$ cat config.mk
export PLATFORM = sky130hd
export DESIGN_NAME = soc_io_reg
export DESIGN_NICKNAME = d
export VERILOG_FILES = /design/src/rtl/soc_io_pkg.sv /design/src/rtl/soc_uart_tx.sv /design/src/rtl/soc_io_reg.sv
export SDC_FILE = /design/constraint.sdc
export NUM_CORES = 1
export LEC_CHECK = 0
export BUFFER_PORTS_ARGS = -buffer_cell sky130_fd_sc_hd__buf_2
export CELL_PAD_IN_SITES_DETAIL_PLACEMENT = 2
export CELL_PAD_IN_SITES_GLOBAL_PLACEMENT = 2
export CORE_ASPECT_RATIO = 0.6
export CORE_MARGIN = 1
export CORE_UTILIZATION = 20
export CTS_BUF_LIST = sky130_fd_sc_hd__clkbuf_8
export CTS_CLUSTER_SIZE = 10
export DETAILED_ROUTE_END_ITERATION = 8
export PLACE_DENSITY_LB_ADDON = 0.05
export SLEW_MARGIN = 20
export SYNTH_ARGS = -nofsm -noshare
export SYNTH_HDL_FRONTEND = slang
export SYNTH_HIERARCHICAL = 1
export SYNTH_SLANG_ARGS = --single-unit
$ cat constraint.sdc
create_clock -name clk -period 2 [get_ports clk]
set_input_delay 0.4 -clock clk [delete_from_list [all_inputs] [get_ports clk]]
set_output_delay 0.4 -clock clk [all_outputs]
set_load 0.05 [all_outputs]
$ cat src/rtl/soc_io_pkg.sv
// -----------------------------------------------------------------------------
// soc_io_pkg
// Shared definitions for the SoC I/O register block:
//   - byte offsets of the four registers (LED, GPIO, UART_TX, UART_STATUS)
//   - bit position of tx_busy inside UART_STATUS
//   - UART transmitter state encoding
//   - helper that extracts the decoded word index from a byte address
// No ports (package).
// -----------------------------------------------------------------------------
package soc_io_pkg;

   localparam logic [7:0] LED_OFFSET         = 8'h00;
   localparam logic [7:0] GPIO_OFFSET        = 8'h04;
   localparam logic [7:0] UART_TX_OFFSET     = 8'h08;
   localparam logic [7:0] UART_STATUS_OFFSET = 8'h0C;

   localparam int TX_BUSY_BIT = 0;

   // Only address bits [4:2] select a register; everything else aliases.
   function automatic logic [2:0] word_index(input logic [7:0] byte_offset);
      return byte_offset[4:2];
   endfunction

   typedef enum logic {
      TX_IDLE,
      TX_SEND
   } tx_state_e;

endpackage

$ cat src/rtl/soc_uart_tx.sv
// -----------------------------------------------------------------------------
// soc_uart_tx
// 8N1 UART serializer. A byte offered on data with valid=1 is accepted only
// while busy=0; offers made while busy are ignored. The start bit appears on
// tx the cycle after the accepting edge, followed by data LSB first and one
// stop bit, each CLOCK_FREQ/BAUD_RATE cycles long. busy is high for exactly
// ten bit periods per frame.
//
// Ports:
//   clk    in   clock, rising edge
//   rst_n  in   synchronous active-low reset; aborts any frame, tx forced high
//   valid  in   request to send data
//   data   in   [7:0] byte to send
//   busy   out  frame in progress
//   tx     out  registered serial line, idle high
// -----------------------------------------------------------------------------
module soc_uart_tx
   import soc_io_pkg::*;
#(
   parameter int CLOCK_FREQ = 100_000_000,
   parameter int BAUD_RATE  = 115_200
) (
   input  logic       clk,
   input  logic       rst_n,
   input  logic       valid,
   input  logic [7:0] data,
   output logic       busy,
   output logic       tx
);

   localparam int CLKS_PER_BIT = CLOCK_FREQ / BAUD_RATE;
   localparam int TIMER_W      = (CLKS_PER_BIT > 1) ? $clog2(CLKS_PER_BIT) : 1;
   localparam logic [TIMER_W-1:0] TIMER_LAST = TIMER_W'(CLKS_PER_BIT - 1);
   // Bit index counts start(0), data(1..8), stop(9).
   localparam logic [3:0] LAST_BIT = 4'd9;

   tx_state_e          state_q, state_d;
   logic [TIMER_W-1:0] timer_q, timer_d;
   logic [3:0]         bit_idx_q, bit_idx_d;
   // Holds the bits still to be shifted out; the top bit is the stop bit and
   // ones are shifted in behind it so the line rests high.
   logic [8:0]         shreg_q, shreg_d;
   logic               tx_q, tx_d;

   // NOTE: sequential state uses non-blocking assignments so every register
   // samples the values from before the edge, independent of statement order.
   always_ff @(posedge clk) begin
      if (!rst_n) begin
         state_q   <= TX_IDLE;
         timer_q   <= '0;
         bit_idx_q <= '0;
         shreg_q   <= '1;
         tx_q      <= 1'b1;
      end else begin
         state_q   <= state_d;
         timer_q   <= timer_d;
         bit_idx_q <= bit_idx_d;
         shreg_q   <= shreg_d;
         tx_q      <= tx_d;
      end
   end

   always_comb begin
      // NOTE: every signal assigned here gets a default first, so no path
      // leaves one unassigned and no latch is inferred.
      state_d   = state_q;
      timer_d   = timer_q;
      bit_idx_d = bit_idx_q;
      shreg_d   = shreg_q;
      tx_d      = tx_q;

      case (state_q)
         TX_IDLE: begin
            tx_d = 1'b1;
            if (valid) begin
               state_d   = TX_SEND;
               tx_d      = 1'b0;
               shreg_d   = {1'b1, data};
               timer_d   = '0;
               bit_idx_d = '0;
            end
         end

         TX_SEND: begin
            if (timer_q == TIMER_LAST) begin
               timer_d = '0;
               if (bit_idx_q == LAST_BIT) begin
                  // End of stop bit: line stays high, frame done.
                  state_d   = TX_IDLE;
                  tx_d      = 1'b1;
                  bit_idx_d = '0;
               end else begin
                  bit_idx_d = bit_idx_q + 4'd1;
                  tx_d      = shreg_q[0];
                  shreg_d   = {1'b1, shreg_q[8:1]};
               end
            end else begin
               timer_d = timer_q + TIMER_W'(1);
            end
         end

         default: begin
            state_d = TX_IDLE;
            tx_d    = 1'b1;
         end
      endcase
   end

   assign busy = (state_q == TX_SEND);
   assign tx   = tx_q;

endmodule

$ cat src/rtl/soc_io_reg.sv
// -----------------------------------------------------------------------------
// soc_io_reg
// Memory-mapped I/O register block: LED, 8-bit GPIO, UART transmit data and
// UART status. Only address bits [4:2] are decoded. Reads are registered on
// the edge where io_ren=1 and hold otherwise; a read in the same cycle as a
// write returns the value from before the write. Only io_wstrb[0] matters.
//
// Map (byte offset):
//   0x00 LED         bit0      RW
//   0x04 GPIO        bits7:0   RW
//   0x08 UART_TX     bits7:0   WO (reads 0), dropped while tx_busy
//   0x0C UART_STATUS bit0      RO tx_busy
//   others read 0, writes ignored
//
// Ports:
//   clk       in   clock, rising edge
//   rst_n     in   synchronous active-low reset
//   io_wen    in   write strobe
//   io_waddr  in   [31:0] write byte address
//   io_wdata  in   [31:0] write data
//   io_wstrb  in   [3:0] byte enables
//   io_ren    in   read strobe
//   io_raddr  in   [31:0] read byte address
//   io_rdata  out  [31:0] registered read data
//   led       out  LED drive
//   gpio      out  [7:0] general-purpose outputs
//   uart_tx   out  UART serial line, idle high
// -----------------------------------------------------------------------------
module soc_io_reg
   import soc_io_pkg::*;
#(
   parameter int CLOCK_FREQ = 100_000_000,
   parameter int BAUD_RATE  = 115_200
) (
   input  logic        clk,
   input  logic        rst_n,
   input  logic        io_wen,
   input  logic [31:0] io_waddr,
   input  logic [31:0] io_wdata,
   input  logic [3:0]  io_wstrb,
   input  logic        io_ren,
   input  logic [31:0] io_raddr,
   output logic [31:0] io_rdata,
   output logic        led,
   output logic [7:0]  gpio,
   output logic        uart_tx
);

   localparam logic [2:0] LED_IDX         = word_index(LED_OFFSET);
   localparam logic [2:0] GPIO_IDX        = word_index(GPIO_OFFSET);
   localparam logic [2:0] UART_TX_IDX     = word_index(UART_TX_OFFSET);
   localparam logic [2:0] UART_STATUS_IDX = word_index(UART_STATUS_OFFSET);

   logic        led_q;
   logic [7:0]  gpio_q;
   logic [31:0] rdata_q;
   logic [31:0] rd_word;
   logic [2:0]  wsel;
   logic [2:0]  rsel;
   logic        wr_low_byte;
   logic        tx_valid;
   logic        tx_busy;

   assign wsel        = io_waddr[4:2];
   assign rsel        = io_raddr[4:2];
   assign wr_low_byte = io_wen && io_wstrb[0];
   // The transmitter itself drops the offer when it is busy.
   assign tx_valid    = wr_low_byte && (wsel == UART_TX_IDX);

   soc_uart_tx #(
      .CLOCK_FREQ (CLOCK_FREQ),
      .BAUD_RATE  (BAUD_RATE)
   ) u_uart_tx (
      .clk   (clk),
      .rst_n (rst_n),
      .valid (tx_valid),
      .data  (io_wdata[7:0]),
      .busy  (tx_busy),
      .tx    (uart_tx)
   );

   always_comb begin
      rd_word = '0;
      case (rsel)
         LED_IDX:         rd_word[0]           = led_q;
         GPIO_IDX:        rd_word[7:0]         = gpio_q;
         UART_STATUS_IDX: rd_word[TX_BUSY_BIT] = tx_busy;
         default:         rd_word              = '0;
      endcase
   end

   // The read mux sees the registers before this edge's write lands, which
   // gives read-before-write ordering for same-cycle accesses.
   always_ff @(posedge clk) begin
      if (!rst_n) begin
         led_q   <= 1'b0;
         gpio_q  <= '0;
         rdata_q <= '0;
      end else begin
         if (wr_low_byte) begin
            if (wsel == LED_IDX) begin
               led_q <= io_wdata[0];
            end
            if (wsel == GPIO_IDX) begin
               gpio_q <= io_wdata[7:0];
            end
         end
         if (io_ren) begin
            rdata_q <= rd_word;
         end
      end
   end

   assign io_rdata = rdata_q;
   assign led      = led_q;
   assign gpio     = gpio_q;

   // Address and data bits outside the decoded range are intentionally unused.
   logic unused_bits;
   assign unused_bits = ^{io_waddr[31:5], io_waddr[1:0],
                          io_raddr[31:5], io_raddr[1:0],
                          io_wdata[31:8], io_wstrb[3:1]};

endmodule

==> results of run 1 <==
worst reg2reg max path: stages (launching register included):
cell and delay (ns):
dfxtp_1 0.32, or4b_4 0.54, or4_4 0.65, a221oi_4 0.29
o21ai_1 0.08
what timing repair did:
item,4_1_cts,5_1_grt
buffers inserted,0,0
setup endpoints to repair,0,3
hold buffers,0,0
resized for setup,0,2
power by group:
| part | internal (mW) | switching (mW) | total, mW |
|---|---|---|---|
| clock | 0.238 | 0.318 | 0.556 |
| sequential | 0.822 | 0.00407 | 0.827 |
| combinational | 0.0439 | 0.175 | 0.219 |
synthesized netlist by cell type, drive strengths merged (4+ instances only):
master	instances
nor3	15
mux2i	10
a221oi	7
or3	4
nand2	27
nor2	4
o21ai	18
nand3	7
dfxtp	41
and2	8
clkbuf	7
buf	31
and3	6
nor2b	9
a21oi	13
and2b	6
registers in the layout (all words and copies together) (netlist names):
name                 flops
gpio                     8
io_rdata                 8
led                      1
u_uart_tx/bit_idx_q      4
u_uart_tx/busy           1
u_uart_tx/shreg_q        8
u_uart_tx/timer_q       10
u_uart_tx/tx             1
area by class of cell:
class	instances	area, um^2	share of cell area
multi-input combinational	195	1240	0.457
clock inverter	3	13.8	0.00508
clock buffer	5	68.8	0.0254
timing repair buffer	63	383	0.141
tap	139	174	0.0642
inverter	3	11.3	0.00416
sequential	41	822	0.303
metrics by stage:
step	hold slack, ns	util	area [um^2]	setup TNS, ns	total power [mW]
floorplan	0.468	-	2320	0	1.04
global placement	0.467	0.244	2620	0	1.07
detailed placement	0.472	0.244	2620	0	1.07
CTS	0.341	0.252	2700	0	1.64
global route	0.341	0.253	2710	-0.205	1.69
finish	0.352	0.253	2710	0	1.60
cell families after synthesis:
family / after synthesis
AND/OR/NAND/NOR: 104
AO/OA/AOI/OAI: 53
flip-flops: 41
buffers and inverters: 41
multiplexers: 10
adder cells (fa/ha/maj): 3
other: 1
XOR/XNOR: 1
how the worst max path moves through the flow:
stage / startpoint / end / slack [ns] / cells after the start
6_report: u_uart_tx/timer_q[2] / u_uart_tx/shreg_q[0] / 0.01 / 4
5_1_grt: u_uart_tx/timer_q[2] / u_uart_tx/shreg_q[1] / -0.05 / 4
4_1_cts: u_uart_tx/timer_q[0] / u_uart_tx/shreg_q[0] / 0.003 / 5
3_5_place_dp: u_uart_tx/timer_q[0] / u_uart_tx/shreg_q[0] / 0.04 / 5
3_3_place_gp: u_uart_tx/timer_q[0] / u_uart_tx/shreg_q[0] / 0.03 / 5
2_1_floorplan: u_uart_tx/timer_q[3] / u_uart_tx/shreg_q[0] / 0.1 / 6
routing by layer:
layer / track usage / vias up
met1: 0.183 / 956
met3: 0.0287 / 2
met4: 0.0276 / 0
met2: 0.170 / 42
li1: - / 972
met5: 0 / -
placed cells by master, fill, tap and decap left out, drive strengths merged, types with 2 or more instances in the layout:
cell	count
a21oi	13
a221oi	7
a31o	2
a31oi	3
and2	8
and2b	6
and3	6
buf	63
clkbuf	5
clkinv	2
conb	24
dfxtp	41
ha	3
inv	4
mux2i	10
nand2	27
nand2b	3
nand3	7
nand4b	3
nor2	4
nor2b	9
nor3	15
nor4	3
nor4b	2
o21ai	18
o31ai	2
or3	4
==> summary.md, run 1 <==
| Metric | Value |
|---|---|
| Status | `finished with violations` |
| Violated checks | `design-rule violations` |
| Largest net degree at the start of global routing | `36` |
| Synth Area in Simple Gates | `0.274` |
| Final worst setup slack | `between 0.01 and 0.015 ns` |
| Post-synthesis xor/xnor area fraction | `0.00393` |
| Pleak | `around 1.1 nW` |
| Final count of hold timing violations | `0` |
| F_max | `roughly 500 MHz` |
| DRT Wirelength | `between 6 and 7 mm` |
| Via count | `1972` |
| Initial core utilization | `0.208` |
| Post-Place Worst Slack | `about 0.04 ns` |
| Total track usage | `0.122` |
| Syn Inst Count | `approximately 250` |
| Crit path DAT | `roughly 2.2 ns` |
| Critical Path RT | `2.19 ns` |
| Async SR Flop Fraction | `0` |
| DIE WIDTH | `~140 um` |
| Setup violations, final | `0` |
| Top_reg_cell synth | `dfxtp_1` |
| Reg clk slew, reported paths | `about 0.090 ns` |
| Die H | `around 84 um` |
| Post-synth cell types | `50` |
| Antenna viol nets, final | `0` |
| WP buf/inv | `0` |
| Top post-synthesis cells by area | `dfxtp_1, buf_4, a221oi_2` |
| Worst setup EP type | `register` |
| Layout Cells excl Fill | `roughly 450` |
| Synth-to-layout area growth | `21.5%` |
| FF-to-FF setup slack | `between 0.01 and 0.015 ns` |
| Total clock sinks | `41` |
| Mux cell area share after synthesis | `0.0449` |
| Met2 routed WL | `around 2.6 mm` |
| Routed vias/inst | `4.39` |
| FP Rows | `29` |
| Hpwl dp | `approximately 5 mm` |
| Cell breakdown of the critical path | `or4b_4 -> or4_4 -> a221oi_4 -> o21ai_1` |
| CORE AREA | `around 11000 um^2` |
| CP max stage delay | `about 0.65 ns` |
| Max Cap Viol | `0` |
| Clock skew | `between 0.006 and 0.007 ns` |
| Largest family of logic cells by synthesized area | `simple AND/OR/NAND/NOR gates` |
| Skew-Pair Late Insertion Delay | `0.30 ns` |
| Adder-Cell Fraction of Synth Area | `0.0168` |
| Placed cells | `about 440` |
| DR WL/cell | `approximately 15 um` |
| Synthesized cell area | `2230 um^2` |
| H-tree lvl count | `2` |
| Top delay family on crit path | `simple AND/OR/NAND/NOR gates` |
| Slew Limit Fails | `0` |
| Slew HR | `0.588` |
| Seq/Total Area, Yosys | `0.368` |
| Yosys reg bits | `41` |
| PortBufs | `36` |
| Crit-path max FO | `8` |
| VDD IR max | `about 0.00023 V` |
| CP max stage cell | `or4_4` |
| Ys Warns | `6` |
| Min-Delay Endpoint | `gpio[7]` |
| Longest Clk Path Bufs | `2` |
| Uppermost layer routed | `met4` |
| TritonRoute pass-1 iters | `6` |
| Tcrit/Tclk final | `0.993` |
| IO Pins | `roughly 150` |
| Crit path launch type | `register` |
| FF-to-FF path depth | `4` |
| CTS tree | `built` |
| Syn Area/Cell | `roughly 8.8 um^2` |
| Number of flops mapped to enable cells by yosys | `0` |
| Routability cong. | `between 0.7 and 0.8` |
| Min Clock Period, post-route | `around 2.0 ns` |
| Yosys top cell by area | `dfxtp_1` |
| RSZ-0062 raised after global routing | `true` |
| Fillers | `1248` |
| Worst Path Class, Setup | `reg -> reg` |
| DR DRC count | `8` |
| Vias in the first global route | `around 2000` |
| Root Buffer | `clkbuf_8` |
| Synth Area in Compound Gates | `0.170` |
| TritonCTS Buffers | `5` |
| Initial antenna violation count | `0` |
| M1 WL | `about 3.8 mm` |
| Die ar. | `roughly 12000 um^2` |
| GR Overflow Total | `0` |
| RR Endpoint | `u_uart_tx/shreg_q[0]` |
| Detail Route met3 WL | `about 240 um` |
| Antenna cells | `0` |
| First-pass GRT wire length | `10.9 mm` |
| Synth top area share | `0.368` |
| Drt initial violations | `71` |
| Worst Hold Class | `in -> reg` |
| Worst Hold Path Cells | `3` |
| RR Startpoint | `u_uart_tx/timer_q[2]` |
| Hold Path Origin | `io_wdata[7]` |
| Layout Nets | `416` |
| Worst slew pin tran | `between 0.6 and 0.7 ns` |
| Share of layout cells above drive strength 1 | `0.287` |
| Pwr Density | `between 500 and 600 nW/um^2` |
Note: power is estimated with default switching activity, not from simulation.
==> run 2: changes to the inputs <==
--- a/config.mk
+++ b/config.mk
@@ -5,12 +5,12 @@
 export SDC_FILE = /design/constraint.sdc
 export NUM_CORES = 1
 export LEC_CHECK = 0
+export ABC_AREA = 1
 export BUFFER_PORTS_ARGS = -buffer_cell sky130_fd_sc_hd__buf_2
 export CELL_PAD_IN_SITES_DETAIL_PLACEMENT = 2
 export CELL_PAD_IN_SITES_GLOBAL_PLACEMENT = 2
-export CORE_ASPECT_RATIO = 0.6
-export CORE_MARGIN = 1
-export CORE_UTILIZATION = 20
+export CORE_MARGIN = 2
+export CORE_UTILIZATION = 19
 export CTS_BUF_LIST = sky130_fd_sc_hd__clkbuf_8
 export CTS_CLUSTER_SIZE = 10
 export DETAILED_ROUTE_END_ITERATION = 8
==> summary.md, run 2 <==
| Metric | Value |
|---|---|
| Status | `completed` |
| CORE AREA | `11400 um^2 (+6.2%)` |
| Post-synth cell types | `27 (-46%)` |
| Crit path DAT | `1.79 ns (-0.38 ns)` |
| Synthesized cell area | `2210 um^2 (-0.79%)` |
| Routability cong. | `0.690 (-2.2%)` |
| Utilization after layout | `0.225 (-0.0285)` |
| RSZ-0062 raised after global routing | `false` |
| Syn Inst Count | `315 (+24%)` |
| Drt initial violations | `45 (-37%)` |
| Slew HR | `0.613 (+0.0248)` |
| Switching power | `0.604 mW (+21%)` |
| Die H | `112 um (+34%)` |
| Largest reg by FF count | `u_uart_tx/timer_q` |
| Yosys top cell by area | `dfxtp_1` |
| Int Pwr | `1.15 mW (+3.7%)` |
| Post-CTS Resized | `0 (unchanged)` |
| Skew-Pair Late Insertion Delay | `0.31 ns (about the same)` |
| DIE WIDTH | `112 um (-19%)` |
| DR DRC count | `0 (-8)` |
| Seq/Total Area, Yosys | `0.371 (+0.00292)` |
| Root Buffer | `clkbuf_8` |
| Post-synth top cells | `nand2_1, dfxtp_1, a21oi_1, nand3_1, nor2_1` |
| Initial core utilization | `0.195 (-0.0137)` |
| Net Sw Frac | `0.345 (+0.0346)` |
| Top_reg_cell synth | `dfxtp_1` |
| Async SR Flop Fraction | `0 (unchanged)` |
| Yosys reg bits | `41 (unchanged)` |
| Max reg flops | `10 (unchanged)` |
| FP Rows | `39 (+34%)` |
| Critical Path RT | `2.20 ns (about the same)` |
| Share of layout cells above drive strength 1 | `0.197 (-0.0905)` |
| Post-Place Worst Slack | `0.280 ns (+0.240 ns)` |
| Antenna viol nets, final | `0 (unchanged)` |
| DR WL/cell | `13.8 um (-6.9%)` |
| Crit-path max FO | `8 (unchanged)` |
| Commonest cells after routing, fill and taps aside | `nand2_1, dfxtp_1, buf_2` |
| PortBufs | `36 (unchanged)` |
| Uppermost layer routed | `met4` |
| Crit path launch type | `register` |
| Antenna cells | `0 (unchanged)` |
| Slew Limit Fails | `0 (unchanged)` |
| First-pass GRT wire length | `11.5 mm (+5.4%)` |
| Placed cell area | `2460 um^2 (-5.9%)` |
| Design area | `2550 um^2 (-5.7%)` |
| H-tree lvl count | `2 (unchanged)` |
| Min Clock Period, post-route | `1.59 ns (-0.395 ns)` |
| Hpwl dp | `5.09 mm (+0.35%)` |
| Most common cell after layout, fill and taps aside | `nand2_1` |
| Synth top area share | `0.371 (+0.00292)` |
| Worst Path Class, Setup | `reg -> reg` |
| Post-CTS Setup Repair Bufs | `0 (unchanged)` |
| Vias in the first global route | `2179 (+8.7%)` |
| CTS tree | `built` |
| Reg clk slew, reported paths | `0.10 ns (about the same)` |
| Die ar. | `12500 um^2 (+8.1%)` |
| TritonRoute pass-1 iters | `4 (-2)` |
| Top post-synthesis cells by area | `dfxtp_1, nand2_1, buf_4` |
| Ys Warns | `6 (unchanged)` |
| Max Cap Viol | `0 (unchanged)` |
| Most frequent cell after synthesis | `nand2_1` |
| Total clock sinks | `41 (unchanged)` |
| IO Pins | `146 (unchanged)` |
| Number of flops mapped to enable cells by yosys | `0 (unchanged)` |
| Tot Pwr | `1.75 mW (+9.2%)` |
| Worst slew pin tran | `0.580 ns (-0.0373 ns)` |
| Syn Area/Cell | `7.02 um^2 (-20%)` |
| Clock Power Share | `0.352 (+0.005)` |
| Layout Nets | `462 (+11%)` |
| Comb pwr share | `0.165 (+0.028)` |
| Setup TNS Final | `0 ns (unchanged)` |
| Largest net degree at the start of global routing | `23 (-36%)` |
| TritonCTS Buffers | `5 (unchanged)` |
| Setup violations, final | `0 (unchanged)` |
| Longest Clk Path Bufs | `2 (unchanged)` |
| Met2 routed WL | `3.12 mm (+20%)` |
| Reg power frac | `0.484 (-0.032)` |
| Routed vias/inst | `4.20 (-4.4%)` |
| M1 WL | `3.44 mm (-9.1%)` |
| Final count of hold timing violations | `0 (unchanged)` |
| Via count | `2096 (+6.3%)` |
| Total track usage | `0.117 (-0.00508)` |
| F_max | `628 MHz (+25%)` |
| Worst Hold Class | `in -> reg` |
| Final worst setup slack | `0.408 ns (+0.395 ns)` |
| GR Overflow Total | `0 (unchanged)` |
| DRT Wirelength | `6.89 mm (+3.5%)` |
| Hold buffer count at cts | `0 (unchanged)` |
| Worst setup EP type | `register` |
| Pleak | `1.10 nW (-3.2%)` |
| Initial antenna violation count | `0 (unchanged)` |
| Tcrit/Tclk final | `0.796 (-0.198)` |
| Clock skew | `0.0113 ns (+0.00490 ns)` |
| Synth-to-layout area growth | `15.5%` |
| Detail Route met3 WL | `231 um (-5.3%)` |
| VDD IR max | `0.000206 V (-9.6%)` |
| Pwr Density | `684 nW/um^2 (+16%)` |
| FF-to-FF setup slack | `0.41 ns (+0.40 ns)` |
==> run 2: cell types whose count changed after synthesis, moves of 14 or more <==
cell / delta
nand2_1: +59
a21oi_1: +17
nor3_1: -15
nand3_1: +23
nor2_1: +23
inv_1: +14
==> run 2: worst max-delay path: stages (launching register included) <==
cell and delay (ns):
dfxtp_1 0.39, ha_1 0.21, nand2_1 0.08, nor2_2 0.14, nand4_2 0.14, nand2_2 0.11
nand2_1 0.21, nand2_1 0.13, nand3_1 0.07
==> run 2: cells by family after synthesis <==
group | after synthesis | share of synthesized area
simple gates | 167 | 0.347
buf+inv | 53 | 0.146
compound gates | 49 | 0.113
flops | 41 | 0.371
fa+ha+maj | 3 | 0.0170
xor+xnor | 1 | 0.00396
other cells | 1 | 0.00170
==> run 2: per-stage QoR <==
stage / hold slack [ns] / cells
2_1_floorplan: 0.429 / 338
3_3_place_gp: 0.443 / 491
3_5_place_dp: 0.448 / 491
4_1_cts: 0.387 / 499
5_1_grt: 0.430 / 499
6_report: 0.403 / 499
==> run 2: final timing paths <==
| check | start | end | depth (start not counted) |
|---|---|---|---|
| max reg2reg | u_uart_tx/timer_q[1] | u_uart_tx/shreg_q[5] | 8 |
| min | io_raddr[3] | io_rdata[0] | 4 |
| max | u_uart_tx/timer_q[1] | u_uart_tx/shreg_q[5] | 8 |
| min reg2reg | u_uart_tx/shreg_q[6] | u_uart_tx/shreg_q[6] | 2 |
==> run 2: layer usage <==
layer | up-vias | track usage
met5 | - | 0
met4 | 0 | 0.0370
met3 | 7 | 0.0240
met2 | 35 | 0.189
met1 | 1003 | 0.156
li1 | 1051 | -
==> run 2: area by class of cell <==
class,count,area (um^2)
multi-input combinational,244,1150
sequential,41,821
clock inverter,3,25.0
fill,1393,8810
tap,143,179
inverter,20,75.1
clock buffer,5,68.8
timing repair buffer,43,233
==> run 2: power by group through the flow <==
stage	clock network, mW	logic (mW)	registers, mW
floorplan	0	0.217	0.904
global placement	0	0.292	0.865
detailed placement	0	0.292	0.866
CTS	0.664	0.293	0.847
global route	0.688	0.313	0.850
finish	0.615	0.288	0.846
